$ cat src/rtl/bus_arb2.sv
// Two-source round-robin arbiter driving a 2:1 bus mux select, with a
// valid/ready output handshake, per-source acks and bursts of up to BURST beats.
module bus_arb2 #(
  parameter int BURST = 4,
  parameter int CNT_W = 2
) (
  input  logic             clk,
  input  logic             reset,
  input  logic             req_1,
  input  logic             req_2,
  input  logic             out_ready,
  output logic             sel,
  output logic             out_valid,
  output logic             ack_1,
  output logic             ack_2,
  output logic [CNT_W-1:0] beat_cnt,
  output logic [1:0]       dbg_state
);

  // Handshake: a beat moves when out_valid & out_ready are both high on a
  // rising edge; the granted source sees ack_x in that same cycle and must
  // hold req_x high until it does.

  typedef enum logic [1:0] {
    IDLE = 2'd0,
    GNT1 = 2'd1,
    GNT2 = 2'd2
  } state_t;

  localparam logic [CNT_W-1:0] LAST_CNT = CNT_W'(BURST - 1);

  state_t           r_state;
  state_t           w_state_nxt;
  logic             r_last;        // 1 = source 2 held the last grant
  logic             w_last_nxt;
  logic [CNT_W-1:0] r_cnt;
  logic [CNT_W-1:0] w_cnt_nxt;
  logic             r_sel;
  logic             w_sel_nxt;
  logic             r_out_valid;
  logic             w_beat;

  assign w_beat = r_out_valid & out_ready;

  always_comb begin
    w_state_nxt = r_state;
    w_last_nxt  = r_last;
    w_cnt_nxt   = r_cnt;
    case (r_state)
      IDLE: begin
        if (req_1 && req_2)  w_state_nxt = r_last ? GNT1 : GNT2;
        else if (req_1)      w_state_nxt = GNT1;
        else if (req_2)      w_state_nxt = GNT2;
      end
      GNT1: begin
        if (w_beat) begin
          if ((r_cnt < LAST_CNT) && req_1) begin
            w_cnt_nxt = r_cnt + CNT_W'(1);
          end else begin
            // Re-arbitrate on the same edge so a waiting source sees no bubble.
            w_last_nxt = 1'b0;
            w_cnt_nxt  = '0;
            if (req_2)      w_state_nxt = GNT2;
            else if (req_1) w_state_nxt = GNT1;
            else            w_state_nxt = IDLE;
          end
        end
      end
      GNT2: begin
        if (w_beat) begin
          if ((r_cnt < LAST_CNT) && req_2) begin
            w_cnt_nxt = r_cnt + CNT_W'(1);
          end else begin
            w_last_nxt = 1'b1;
            w_cnt_nxt  = '0;
            if (req_1)      w_state_nxt = GNT1;
            else if (req_2) w_state_nxt = GNT2;
            else            w_state_nxt = IDLE;
          end
        end
      end
      default: begin
        w_state_nxt = IDLE;
        w_cnt_nxt   = '0;
      end
    endcase
  end

  // The select follows the granted source and keeps its value while idle.
  always_comb begin
    case (w_state_nxt)
      GNT1:    w_sel_nxt = 1'b0;
      GNT2:    w_sel_nxt = 1'b1;
      default: w_sel_nxt = r_sel;
    endcase
  end

  always_ff @(posedge clk or posedge reset) begin
    if (reset) begin
      r_state     <= IDLE;
      r_last      <= 1'b1;
      r_cnt       <= '0;
      r_sel       <= 1'b0;
      r_out_valid <= 1'b0;
    end else begin
      r_state     <= w_state_nxt;
      r_last      <= w_last_nxt;
      r_cnt       <= w_cnt_nxt;
      r_sel       <= w_sel_nxt;
      r_out_valid <= (w_state_nxt != IDLE);
    end
  end

  assign sel       = r_sel;
  assign out_valid = r_out_valid;
  assign ack_1     = (r_state == GNT1) & out_ready;
  assign ack_2     = (r_state == GNT2) & out_ready;
  assign beat_cnt  = r_cnt;
  assign dbg_state = r_state;

endmodule

$ cat config.mk
export PLATFORM = sky130hd
export DESIGN_NAME = bus_arb2
export DESIGN_NICKNAME = d
export VERILOG_FILES = /design/src/rtl/bus_arb2.sv
export SDC_FILE = /design/constraint.sdc
export NUM_CORES = 1
export LEC_CHECK = 0
export BUFFER_PORTS_ARGS = -buffer_cell sky130_fd_sc_hd__buf_2
export CAP_MARGIN = 20
export CORE_AREA = 3 3 40 42
export DETAILED_ROUTE_END_ITERATION = 12
export DIE_AREA = 0 0 43 45
export HOLD_SLACK_MARGIN = 0.1
export PLACE_DENSITY = 0.62
export RECOVER_POWER = 25
export SYNTH_ARGS = -nofsm -noshare
export SYNTH_HDL_FRONTEND = slang
export SYNTH_SLANG_ARGS = --single-unit
$ cat constraint.sdc
create_clock -name clk -period 2.4 [get_ports clk]
set_input_delay 0.24 -clock clk [delete_from_list [all_inputs] [get_ports clk]]
set_output_delay 0.24 -clock clk [all_outputs]
set_load 0.005 [all_outputs]
==> impl_metrics.ini <==
[clock_network]
cts.sinks = 7
post_cts_buffers = 0
cts_root_buf = clkbuf_4
cts_tree = built
cts.clk_slew.worst_paths_ns = 0.05
cts_buffers = 3
clk_latency_ns = 0.24
h-tree-depth = 1
cts_buffer_depth = 2

[layout]
regArea_sq_um = 176
syn_to_final_growth_pct = 23.4
final_util_pct = 53.4
num_antenna_cells = 0
layout_commonest_cell = buf_2
multi_input_comb_area_sq_um = 364
instances_no_fill = 95
n_fill_cell = 127
layout_common_cells = buf_2, nand2_1, ha_1, inv_1, dfrtp_1
final_layout_size_suffix_gt1_share_pct = 31.3
nets = 93

[route]
via_count = 489
first_iter_violations = 6
vias_per_cell = 5.15
drc_errors = 0
wirelength_mm = 1.16
wl_per_cell_microns = 12.2
postRouteAntennaNets = 0
first_pass_iters = 4

[setup_path]
rrSetupSlack_ns = 0.19
crit_path_start_kind = register
worstPathRequired_ns = 2.53
path_class = reg -> reg
arrival_ns = 2.34
endpoint_kind = register
crit_fanout = 8

[timing]
finalCritPeriodShare_pct = 92.0
setup_slack_ns = 0.192
setup_viol = 0
fin_hold_ws_ns = 0.462
skew_ns = 0.000997
tns_ns = 0
worstMarginPinSlew_ns = 0.461
hold_violations = 0
period_minus_slack_ns = 2.21
max_freq_ghz = 0.453
rsz0062_at_grt = no
slew_viol_final = 0
max_slew_margin_pct = 69.0

[floorplan]
fp.dieH_microns = 45
rows = 13
ios = 13
fp.coreArea_sq_um = 1280
die_area_sq_um = 1940
die_w_microns = 43
initial_core_util_pct = 43.2

[logic_synthesis]
synthAdderAreaFrac_pct = 15.8
async_flop_share_pct = 100
synth_top_family_by_area = simple AND/OR/NAND/NOR gates
synth.avg_cell_area_sq_um = 8.96
dominantRegCellSynth = dfrtp_1
synth_seq_cells = 7
synth_cell_types = 26
synthSimpleGateAreaFrac_pct = 21.8
syn-cell-area_sq_um = 556
synth_compound_area_share_pct = 20.7
synth_nets = 74
synth_xor_area_share_pct = 0
ys_seq_area_share_pct = 31.8
synthCells = 62
muxShareOfSynthArea_pct = 5.86
ys_warn_count = 0
synth_edf_count = 0

[power]
p_per_area_nw_per_um2 = 1100
leakagePower_nw = 0.333
ir_worst_vdd_uv = 516

[place]
port-buffer-count = 12
finalWeightedCongestion = 0.768
dpl_worst_slack_ns = 0.119
dp_hpwl_microns = 925
placed_cells_incl_taps = 90

[global_routing]
grt-ovfl-total = 0
grt_pass1_wl_mm = 2.03
grt_start_max_net_pins = 9
grt_pass1_vias = 467
antenna_found_initial = 0
grt_usage_pct = 14.0

[flow_run]
max_cap_viol_count = 0

[status]
run_status = finished clean

[worst_hold_path]
hp-class = in -> async
## critical path, stage by stage, from the launching register on
cell	delay, ns
dfrtp_1	0.37
inv_1	0.09
ha_1	0.32
nand2_1	0.09
nor4_1	0.42
o41ai_2	0.17
ha_1	0.31
mux2_2	0.32
## final timing paths
check,to,depth (start not counted),start
max in group asynchronous,r_last$_DFFE_PP1P_,3,reset
hold reg to reg,beat_cnt[0]$_DFFE_PP0P_,1,beat_cnt[0]$_DFFE_PP0P_
min in group clk,dbg_state[1]$_DFF_PP0_,4,req_2
hold / removal,out_valid$_DFF_PP0_,3,reset
setup reg to reg,sel$_DFFE_PP0P_,7,dbg_state[1]$_DFF_PP0_
setup / recovery,sel$_DFFE_PP0P_,7,dbg_state[1]$_DFF_PP0_
## sequential cells by signal, summed over array words and instances (netlist names)
signal	cells
beat_cnt	2
dbg_state	2
out_valid	1
r_last	1
sel	1
## through the flow
stage	instance area, sq um	power, W
global route	686	0.000836
global placement	642	0.000641
CTS	678	0.000751
detailed placement	642	0.000642
floorplan	556	0.000506
finish	686	0.000752
## synth_stat cells, types with 2 or more instances
cell	instances	area, sq um
nand2_1	7	26.3
o21ai_0	5	25.0
nor2b_1	2	12.5
o21ai_2	2	17.5
mux2_2	2	22.5
dfrtp_1	6	150
and2_1	3	18.8
a21oi_1	3	15.0
inv_1	6	22.5
nor2_1	4	15.0
ha_1	7	87.6
## report_power, final
part           internal (W)  leakage (nW)  switching, W
Sequential         0.000174        0.0879     0.0000378
Combinational      0.000214         0.230      0.000224
Clock             0.0000632        0.0150     0.0000392
## cells by family (layout without fill, tap and decap cells)
kind of cell | Yosys count | count (layout)
simple gates | 22 | 22
compound gates | 17 | 17
fa+ha+maj | 7 | 7
flops | 7 | 7
buf+inv | 6 | 24
mux | 3 | 3
## repair_timing
item / in CTS / in global routing
hold endpoints to repair: 6 / 0
endpoints found under the setup margin: 0 / 1
gates resized for setup: 0 / 1
hold buffers: 1 / 0
## layout make-up
class	instances	area share [%]
Inverter	6	3.28
Tap cell	15	2.74
Clock buffer	4	3.83
Multi-Input combinational cell	49	53.1
Timing Repair Buffer	14	11.3
Sequential cell	7	25.7
## layer usage
layer / track usage (%) / wire [microns] / vias up
met3: 3.19 / 62 / 0
li1: - / - / 253
met2: 21.6 / 536 / 10
met5: 0 / 0 / -
met4: 7.23 / 0 / 0
met1: 18.6 / 562 / 226
Power figures use the tool's default switching activity.
